--- src/rtl/apb2mem_bridge_if.sv ---
// APB3 bus bundle for apb2mem_bridge.
// master: the APB requester (e.g. periph_bus_wrap slot), slave: the bridge.
interface apb2mem_bridge_if #(
    parameter int unsigned APB_ADDR_WIDTH = 12
);
    logic [APB_ADDR_WIDTH-1:0] paddr;
    logic [31:0]               pwdata;
    logic                      pwrite;
    logic                      psel;
    logic                      penable;
    logic [31:0]               prdata;
    logic                      pready;
    logic                      pslverr;

    modport master (
        output paddr, pwdata, pwrite, psel, penable,
        input  prdata, pready, pslverr
    );

    modport slave (
        input  paddr, pwdata, pwrite, psel, penable,
        output prdata, pready, pslverr
    );
endinterface

--- src/rtl/apb2mem_bridge.sv ---
// apb2mem_bridge: APB3 responder that issues one single-beat transaction on a
// req/gnt/rvalid memory port per APB transfer, holding pready low until the
// memory response returns. pready/pslverr/prdata are registered, high only in DONE.
// Optional watchdog: define APB2MEM_TIMEOUT_EN to abort stuck transfers after
// TIMEOUT_CYCLES cycles in REQ+RESP and swallow the orphaned response.
module apb2mem_bridge #(
    parameter int unsigned                APB_ADDR_WIDTH = 12,
    parameter int unsigned                MEM_ADDR_WIDTH = 32,
    parameter logic [MEM_ADDR_WIDTH-1:0]  BASE_ADDR      = '0,
    parameter int unsigned                TIMEOUT_CYCLES = 255
) (
    input  logic                      clock,
    input  logic                      reset,
    apb2mem_bridge_if.slave           apb,
    output logic                      mem_req_o,
    input  logic                      mem_gnt_i,
    input  logic                      mem_rvalid_i,
    output logic                      mem_we_o,
    output logic [3:0]                mem_be_o,
    output logic [MEM_ADDR_WIDTH-1:0] mem_addr_o,
    output logic [31:0]               mem_wdata_o,
    input  logic [31:0]               mem_rdata_i,
    input  logic                      mem_err_i
);

    typedef enum logic [1:0] {StIdle, StReq, StResp, StDone} state_e;

    state_e                    state_q, state_d;
    logic                      req_q, req_d;
    logic                      we_q, we_d;
    logic [MEM_ADDR_WIDTH-1:0] addr_q, addr_d;
    logic [31:0]               wdata_q, wdata_d;
    logic                      pready_q, pready_d;
    logic                      pslverr_q, pslverr_d;
    logic [31:0]               prdata_q, prdata_d;

    logic                      setup;
    logic                      unaligned;
    logic [MEM_ADDR_WIDTH-1:0] word_addr;
    logic                      timeout_hit;
    logic                      rvalid_ok;

    assign setup     = apb.psel && !apb.penable;
    assign unaligned = (apb.paddr[1:0] != 2'b00);
    // Carry out of the add is dropped so the window wraps at MEM_ADDR_WIDTH.
    assign word_addr = BASE_ADDR
                     + MEM_ADDR_WIDTH'({apb.paddr[APB_ADDR_WIDTH-1:2], 2'b00});

`ifdef APB2MEM_TIMEOUT_EN
    localparam int unsigned CntWRaw = $clog2(TIMEOUT_CYCLES + 1);
    localparam int unsigned CntW    = (CntWRaw < 8) ? 8 : ((CntWRaw > 32) ? 32 : CntWRaw);
    // Fires in the TIMEOUT_CYCLES-th cycle spent in REQ+RESP.
    localparam logic [CntW-1:0] CntLast = CntW'(TIMEOUT_CYCLES - 1);

    logic [CntW-1:0] cnt_q, cnt_d;
    logic            drain_q, drain_d;

    assign timeout_hit = (cnt_q >= CntLast);
    // A response owed to an aborted transfer must never complete a newer one.
    assign rvalid_ok   = mem_rvalid_i && !drain_q;

    // Watchdog counter and drain flag next-state.
    always_comb begin
        cnt_d   = cnt_q;
        drain_d = drain_q;
        if (drain_q && mem_rvalid_i) begin
            drain_d = 1'b0;
        end
        if (state_q == StIdle) begin
            cnt_d = '0;
        end else if (state_q == StReq || state_q == StResp) begin
            cnt_d = cnt_q + 1'b1;
        end
        if (state_q == StResp && timeout_hit && !rvalid_ok) begin
            drain_d = 1'b1;
        end
    end

    // Watchdog state registers.
    always_ff @(posedge clock) begin
        if (reset) begin
            cnt_q   <= '0;
            drain_q <= 1'b0;
        end else begin
            cnt_q   <= cnt_d;
            drain_q <= drain_d;
        end
    end
`else
    logic unused_timeout_cfg;

    assign timeout_hit        = 1'b0;
    assign rvalid_ok          = mem_rvalid_i;
    assign unused_timeout_cfg = ^TIMEOUT_CYCLES;
`endif

    // Transfer FSM next-state and registered-output next values.
    always_comb begin
        state_d   = state_q;
        req_d     = req_q;
        we_d      = we_q;
        addr_d    = addr_q;
        wdata_d   = wdata_q;
        pready_d  = 1'b0;
        pslverr_d = 1'b0;
        prdata_d  = '0;
        case (state_q)
            StIdle: begin
                if (setup) begin
                    addr_d  = word_addr;
                    we_d    = apb.pwrite;
                    wdata_d = apb.pwdata;
                    if (unaligned) begin
                        state_d   = StDone;
                        pready_d  = 1'b1;
                        pslverr_d = 1'b1;
                    end else begin
                        state_d = StReq;
                        req_d   = 1'b1;
                    end
                end
            end
            StReq: begin
                // A grant wins over the watchdog: once accepted, a response is owed.
                if (mem_gnt_i) begin
                    state_d = StResp;
                    req_d   = 1'b0;
                end else if (timeout_hit) begin
                    state_d   = StDone;
                    req_d     = 1'b0;
                    pready_d  = 1'b1;
                    pslverr_d = 1'b1;
                end
            end
            StResp: begin
                if (rvalid_ok) begin
                    state_d   = StDone;
                    pready_d  = 1'b1;
                    pslverr_d = mem_err_i;
                    prdata_d  = (!we_q && !mem_err_i) ? mem_rdata_i : 32'h0;
                end else if (timeout_hit) begin
                    state_d   = StDone;
                    pready_d  = 1'b1;
                    pslverr_d = 1'b1;
                end
            end
            StDone: begin
                state_d = StIdle;
            end
            default: begin
                state_d = StIdle;
            end
        endcase
    end

    // State and output registers.
    always_ff @(posedge clock) begin
        if (reset) begin
            state_q   <= StIdle;
            req_q     <= 1'b0;
            we_q      <= 1'b0;
            addr_q    <= '0;
            wdata_q   <= '0;
            pready_q  <= 1'b0;
            pslverr_q <= 1'b0;
            prdata_q  <= '0;
        end else begin
            state_q   <= state_d;
            req_q     <= req_d;
            we_q      <= we_d;
            addr_q    <= addr_d;
            wdata_q   <= wdata_d;
            pready_q  <= pready_d;
            pslverr_q <= pslverr_d;
            prdata_q  <= prdata_d;
        end
    end

    assign mem_req_o   = req_q;
    assign mem_we_o    = we_q;
    assign mem_be_o    = 4'hF;
    assign mem_addr_o  = addr_q;
    assign mem_wdata_o = wdata_q;
    assign apb.prdata  = prdata_q;
    assign apb.pready  = pready_q;
    assign apb.pslverr = pslverr_q;

endmodule

--- src/flat_wrapper.sv ---
// flat-port wrapper written by rule: the top's interface ports become plain ports
module apb2mem_bridge_flat 
#(
    parameter int unsigned                APB_ADDR_WIDTH = 12,
    parameter int unsigned                MEM_ADDR_WIDTH = 32,
    parameter logic [MEM_ADDR_WIDTH-1:0]  BASE_ADDR      = '0,
    parameter int unsigned                TIMEOUT_CYCLES = 255
)
  (clock, reset, mem_req_o, mem_gnt_i, mem_rvalid_i, mem_we_o, mem_be_o, mem_addr_o, mem_wdata_o, mem_rdata_i, mem_err_i, apb_paddr, apb_pwdata, apb_pwrite, apb_psel, apb_penable, apb_prdata, apb_pready, apb_pslverr);
  apb2mem_bridge_if #(.APB_ADDR_WIDTH(APB_ADDR_WIDTH)) apb_i ();
  input  logic clock;
  input  logic reset;
  output logic mem_req_o;
  input  logic mem_gnt_i;
  input  logic mem_rvalid_i;
  output logic mem_we_o;
  output logic [3:0] mem_be_o;
  output logic [MEM_ADDR_WIDTH-1:0] mem_addr_o;
  output logic [31:0] mem_wdata_o;
  input  logic [31:0] mem_rdata_i;
  input  logic mem_err_i;
  input wire logic [$bits(apb_i.paddr)-1:0] apb_paddr;
  input wire logic [$bits(apb_i.pwdata)-1:0] apb_pwdata;
  input wire logic [$bits(apb_i.pwrite)-1:0] apb_pwrite;
  input wire logic [$bits(apb_i.psel)-1:0] apb_psel;
  input wire logic [$bits(apb_i.penable)-1:0] apb_penable;
  output wire logic [$bits(apb_i.prdata)-1:0] apb_prdata;
  output wire logic [$bits(apb_i.pready)-1:0] apb_pready;
  output wire logic [$bits(apb_i.pslverr)-1:0] apb_pslverr;
  assign apb_i.paddr = apb_paddr;
  assign apb_i.pwdata = apb_pwdata;
  assign apb_i.pwrite = apb_pwrite;
  assign apb_i.psel = apb_psel;
  assign apb_i.penable = apb_penable;
  assign apb_prdata = apb_i.prdata;
  assign apb_pready = apb_i.pready;
  assign apb_pslverr = apb_i.pslverr;
  apb2mem_bridge #(.APB_ADDR_WIDTH(APB_ADDR_WIDTH), .MEM_ADDR_WIDTH(MEM_ADDR_WIDTH), .BASE_ADDR(BASE_ADDR), .TIMEOUT_CYCLES(TIMEOUT_CYCLES)) u_core (.clock(clock), .reset(reset), .apb(apb_i), .mem_req_o(mem_req_o), .mem_gnt_i(mem_gnt_i), .mem_rvalid_i(mem_rvalid_i), .mem_we_o(mem_we_o), .mem_be_o(mem_be_o), .mem_addr_o(mem_addr_o), .mem_wdata_o(mem_wdata_o), .mem_rdata_i(mem_rdata_i), .mem_err_i(mem_err_i));
endmodule
--- config.mk ---
export PLATFORM = sky130hd
export DESIGN_NAME = apb2mem_bridge_flat
export DESIGN_NICKNAME = d
export VERILOG_FILES = /design/src/rtl/apb2mem_bridge_if.sv /design/src/rtl/apb2mem_bridge.sv /design/src/flat_wrapper.sv
export SDC_FILE = /design/constraint.sdc
export NUM_CORES = 1
export LEC_CHECK = 0
export BUFFER_PORTS_ARGS = -buffer_cell sky130_fd_sc_hd__buf_4
export CAP_MARGIN = 40
export CORE_MARGIN = 1
export CORE_UTILIZATION = 39
export CTS_BUF_LIST = sky130_fd_sc_hd__clkbuf_2
export CTS_CLUSTER_SIZE = 12
export DETAILED_ROUTE_END_ITERATION = 6
export PLACE_DENSITY = 0.78
export SETUP_SLACK_MARGIN = 0.15
export SKIP_CTS_REPAIR_TIMING = 1
export SYNTH_ARGS = -nofsm -noshare
export SYNTH_HDL_FRONTEND = slang
export SYNTH_SLANG_ARGS = --single-unit
--- constraint.sdc ---
create_clock -name clock -period 1.4 [get_ports clock]
set_input_delay 0.07 -clock clock [delete_from_list [all_inputs] [get_ports clock]]
set_output_delay 0.07 -clock clock [all_outputs]
set_load 0.1 [all_outputs]
=== Word-level counts from Yosys, hierarchy flattened ===
Index checks and enable logic that the tools add are counted.

* Equal/unequal tests: 7
* Reductions and logical operators: 12
* Mux-type cells: 15
* Bitwise gates (word level): 3

{| class="wikitable"
|+ Operators by type and width
! cell !! count
|-
| 2-bit 2-to-1 mux || 4
|-
| 2-bit case mux with 4 select lines || 1
|-
| 1-bit 2-to-1 mux || 7
|-
| 2-bit != test (second input constant) || 3
|-
| 1-bit case mux with 2 select lines || 3
|-
| 2-bit equality test (second input constant) || 2
|-
| 4-bit AND reduction || 1
|-
| 2-bit nonzero test || 2
|-
| 4-bit OR reduction || 1
|-
| 1-bit logical NOT || 3
|-
| 1-bit NOT || 3
|-
| 3-bit AND reduction || 1
|-
| 2-bit by 1-bit equality test with 1-bit output (second input constant) || 1
|-
| 1-bit logical AND || 2
|-
| 2-bit logical NOT || 1
|-
| 2-bit by 1-bit != test with 1-bit output (second input constant) || 1
|-
| 2-bit AND reduction || 1
|}

* Register bits: 80
* Bits of input ports: 84
* Logic and storage cells: 45

=== Depth between registers and ports, before layout ===
* Word-level depth: 4
* Gate-level depth with buffers: 7
* Depth with buffers taken out: 6

=== Worst setup path before layout ===
OpenSTA, ideal clock, no wires.

* Kind: reg2reg
* Start point: reg u_core.we_q (netlist: u_core.mem_we_o)
* End point: reg u_core.prdata_q[0] (netlist: u_core.apb.prdata[0])
* Clock period less this slack: 1,588 ps
* Slack: -188 ps
* Data required time: 1,285 ps
* Data arrival time: 1,473 ps
* Path buffers: 1
* Stages on the path, launching flop included: 4
* Path through: dfxtp_1 nor4_2 clkbuf_1 and2_1

* Cells in the longest elaborated chain, start to end: 4

{| class="wikitable"
|+ RTL lines
! element !! line !! RTL
|-
| start, declared || apb2mem_bridge.sv:30 || <nowiki>logic we_q, we_d;</nowiki>
|-
| start signal, assigned || apb2mem_bridge.sv:170 || <nowiki>we_q <= we_d;</nowiki>
|-
| 1-bit logical NOT || apb2mem_bridge.sv:140 || <nowiki>prdata_d = (!we_q && !mem_err_i) ? mem_rdata_i : 32'h0;</nowiki>
|-
| 1-bit logical AND || apb2mem_bridge.sv:140 ||
|-
| 1-bit NOT (no line) || n/a ||
|-
| 4-bit OR reduction (no line) || n/a ||
|-
| end signal, assigned || apb2mem_bridge.sv:175 || <nowiki>prdata_q <= prdata_d;</nowiki>
|-
| end, declared || apb2mem_bridge.sv:35 || <nowiki>logic [31:0] prdata_q, prdata_d;</nowiki>
|}

No other way between the ends.
A chain may end at the register's enable or synchronous reset.

=== Worst setup path after layout ===
* Start point: reg u_core.state_q[0]
* End point: reg u_core.prdata_q[14] (netlist: u_core.apb.prdata[14])

* Cells in the longest elaborated chain, start to end: 3

{| class="wikitable"
|+ RTL lines
! element !! line !! RTL
|-
| start, declared || apb2mem_bridge.sv:28 || <nowiki>state_e state_q, state_d;</nowiki>
|-
| start signal, assigned || apb2mem_bridge.sv:159 || <nowiki>state_q <= StIdle;</nowiki>
|-
| start signal, assigned || apb2mem_bridge.sv:168 || <nowiki>state_q <= state_d;</nowiki>
|-
| 2-bit equality test || apb2mem_bridge.sv:107 || <nowiki>case (state_q)</nowiki>
|-
| 1-bit NOT (no line) || n/a ||
|-
| 4-bit OR reduction (no line) || n/a ||
|}

No other way between the ends.

==> metrics.txt <==
result of the run finished, violations left; violations in the final reports hold timing, setup timing; Worst-Skew Late Latency 0.52 ns; area of the mapped netlist 2850 um2; WHS -0.144 ns; clock transition at the registers of the reported paths 0.23 ns; worst path required time 1.85 ns; combinational family with the most area after synthesis simple AND/OR/NAND/NOR gates; first-pass GRT wire length 10,300 um; global placer's final weighted congestion 0.874; clk buf depth 2; CP Launch Point u_core.state_q[0]; average size of a mapped cell 8.90 um2; minimum clock period 1.54 ns; number of search-and-repair iterations in the first detailed-routing pass 4; complex-gate fraction of the synthesized area 9.54%; remaining routing DRC violations 0; post-DP HPWL 5190 um; endpoint of the lowest-slack register-to-register path u_core.apb.prdata[14]; Cell Count Post-Placement 567; period utilization 110%; worst setup slack after layout -0.143 ns; dominant cell type by area after synthesis sky130_fd_sc_hd__dfxtp_1; die area 7640 um2; pin count of the biggest net entering global routing 33; leading cell types by total area after synthesis sky130_fd_sc_hd__dfxtp_1 (56%), sky130_fd_sc_hd__nand2_1 (12%), sky130_fd_sc_hd__a21oi_1 (8.1%), sky130_fd_sc_hd__and2_1 (7.3%), sky130_fd_sc_hd__buf_4 (7.1%); height of the die 87.4 um; number of global-route vias before repair 2,378; kind of start point of the critical path flip-flop; initial core utilization 41.2%; Switching Power 0.00351 W; final count of hold timing violations 16; Critical Path Sink u_core.apb.prdata[14]; Sinks on Clock Net 80; setup slack, reg-to-reg -0.14 ns; type of the worst min-delay path primary input to flip-flop; floorplan die width 87.4 um; post-route non-filler standard cell count 667; switch share 43.1%; Worst Path Class, Setup flip-flop to flip-flop; Inserted Clock Buffers 9; CP Capture Type flip-flop; Final ANT Viol Nets 0; total grt overflow 0; worst path arrival time 1.99 ns; fraction of power consumed by sequential logic 33.8%; deepest level of the CTS H-tree 3; register bit count reported by yosys 80; number of synthesis warnings 0; number of pins with negative max-slew slack in the final report 0; Area growth, synth to finish 105%; initial antenna violation count 1; Core Footprint 6910 um2; combinational share of power 47.0%; Root Buffer Master sky130_fd_sc_hd__clkbuf_2; via count normalized by instance count 4.70; number of nets at the end of the flow 654; synthesized netlist cell count 320; max-cap violation count 0; Max Clock Freq 648 MHz; simple logic cell fraction of the synthesized area 21.3%; Worst R2R Path Depth 7; clock tree from TritonCTS done; setup slack after placement -0.0299 ns; internal power 0.00464 W; overall routing resource usage 17.8%; RR Startpoint u_core.state_q[0]; post-synthesis sequential area ratio 56.3%; area share of the largest cell type after synthesis 56.3%; initial drt markers 110; DR WL/cell 17.4 um; worst vdd ir 1120 uV; Core Rows 30; Lkg Pwr 2.57 nW; fraction of final layout cells sized beyond drive strength 1 42.3%; power per cell area 1390 nW/um2; count of input and output buffers 161; via count 3,134; final setup violating endpoints 37; part of the total power dissipated in the clock network 19.2%; Fin Setup TNS -3.68 ns; critical path peak fanout 8; fraction of synthesized cell area in xor and xnor cells 0%; portion of netlist area occupied by mux cells 0.352%; final clock skew 0.0358 ns; total design power 0.00816 W; post-synthesis cell type count 22; top-level I/O count 188; final wirelength 11,600 um; RSZ-0062 raised after global routing true; Adder-Cell Fraction of Synth Area 2.20%; Finished Core Util 84.7%
-- flip-flops by register name, summed over array words and instances, names as in the netlist --
signal,count
u_core.mem_wdata_o,32
u_core.apb.prdata,32
u_core.apb.pready,1
u_core.state_q,2
u_core.apb.pslverr,1
u_core.mem_addr_o,10
u_core.mem_we_o,1
u_core.mem_req_o,1
-- layout make-up --
class	count	area (um2)
antenna	1	2.50
clock buffer	12	60.1
clock inverter	4	93.8
fill	325	1060
inverter	5	18.8
multi-input combinational	216	1080
sequential	80	1660
tap	96	120
timing repair buffer	253	2810
-- cell usage after synthesis --
cell type / number
sky130_fd_sc_hd__a2111oi_0: 1
sky130_fd_sc_hd__a211oi_1: 2
sky130_fd_sc_hd__a21oi_1: 46
sky130_fd_sc_hd__a222oi_1: 1
sky130_fd_sc_hd__and2_1: 33
sky130_fd_sc_hd__and3_1: 1
sky130_fd_sc_hd__buf_1: 1
sky130_fd_sc_hd__buf_2: 4
sky130_fd_sc_hd__buf_4: 27
sky130_fd_sc_hd__clkbuf_1: 11
sky130_fd_sc_hd__conb_1: 2
sky130_fd_sc_hd__dfxtp_1: 80
sky130_fd_sc_hd__ha_1: 5
sky130_fd_sc_hd__inv_1: 5
sky130_fd_sc_hd__mux2i_1: 1
sky130_fd_sc_hd__nand2_1: 89
sky130_fd_sc_hd__nand2b_4: 1
sky130_fd_sc_hd__nand3_1: 1
sky130_fd_sc_hd__nor2_1: 6
sky130_fd_sc_hd__nor2b_1: 1
sky130_fd_sc_hd__nor4_2: 1
sky130_fd_sc_hd__o31ai_1: 1
-- through the flow --
step / hold WS (ns) / cell area (um2)
floorplan: 0.151 / 2980
global placement: 0.271 / 4160
detailed placement: 0.274 / 4160
CTS: -0.307 / 4310
global route: -0.188 / 5850
finish: -0.144 / 5850
-- metal layers --
metal  global-route usage, %  wire length [um]  vias up
met1                    18.2              4140     1497
met4                    8.64               259        0
met3                    8.91               971       24
met2                    30.3              6260      162
met5                       0                 0        -
li1                        -                 -     1451
-- worst min path at each step --
stage	startpoint	end	slack [ns]	depth (start not counted)
after floorplan	reset	u_core.mem_req_o	0.15	1
after global placement	mem_rdata_i[31]	u_core.apb.prdata[31]	0.27	2
after detailed placement	mem_rdata_i[0]	u_core.apb.prdata[0]	0.27	2
after CTS	mem_rdata_i[0]	u_core.apb.prdata[0]	-0.31	2
after global routing	reset	u_core.mem_wdata_o[14]	-0.19	2
final	reset	u_core.apb.pslverr	-0.14	2
-- worst max-delay path: stages (launching register included) --
cell                        delay [ns]
sky130_fd_sc_hd__dfxtp_2          0.38
sky130_fd_sc_hd__inv_2            0.10
sky130_fd_sc_hd__ha_4             0.15
sky130_fd_sc_hd__nand2_2          0.08
sky130_fd_sc_hd__nor4_4           0.33
sky130_fd_sc_hd__buf_6            0.19
sky130_fd_sc_hd__clkbuf_16        0.15
sky130_fd_sc_hd__and2_1           0.13
-- power by group through the flow --
stage / Clock, W / Combinational [W] / Sequential [W]
3_5_place_dp: 0 / 0.00313 / 0.00268
5_1_grt: 0.00169 / 0.00396 / 0.00277
3_3_place_gp: 0 / 0.00308 / 0.00267
2_1_floorplan: 0 / 0.00109 / 0.00396
4_1_cts: 0.00158 / 0.00313 / 0.00263
6_report: 0.00157 / 0.00384 / 0.00275
-- logic make-up (layout without fill, tap and decap cells) --
logic type      count (synthesis)  in the layout
flops                          80             80
simple gates                  133            133
compound gates                 51             51
mux                             1              1
fa+ha+maj                       5              5
buf+inv                        48            274
other cells                     2             27
-- layout by cell type, fill, tap and decap left out, drive strengths merged, types with 2 or more instances in the layout --
| cell | instances |
|---|---|
| buf | 173 |
| nand2 | 89 |
| dfxtp | 80 |
| dlygate4sd3 | 78 |
| a21oi | 46 |
| and2 | 33 |
| conb | 26 |
| clkbuf | 14 |
| nor2 | 6 |
| inv | 5 |
| ha | 5 |
| bufinv | 3 |
| a211oi | 2 |
(Power assumes the default switching activity.)
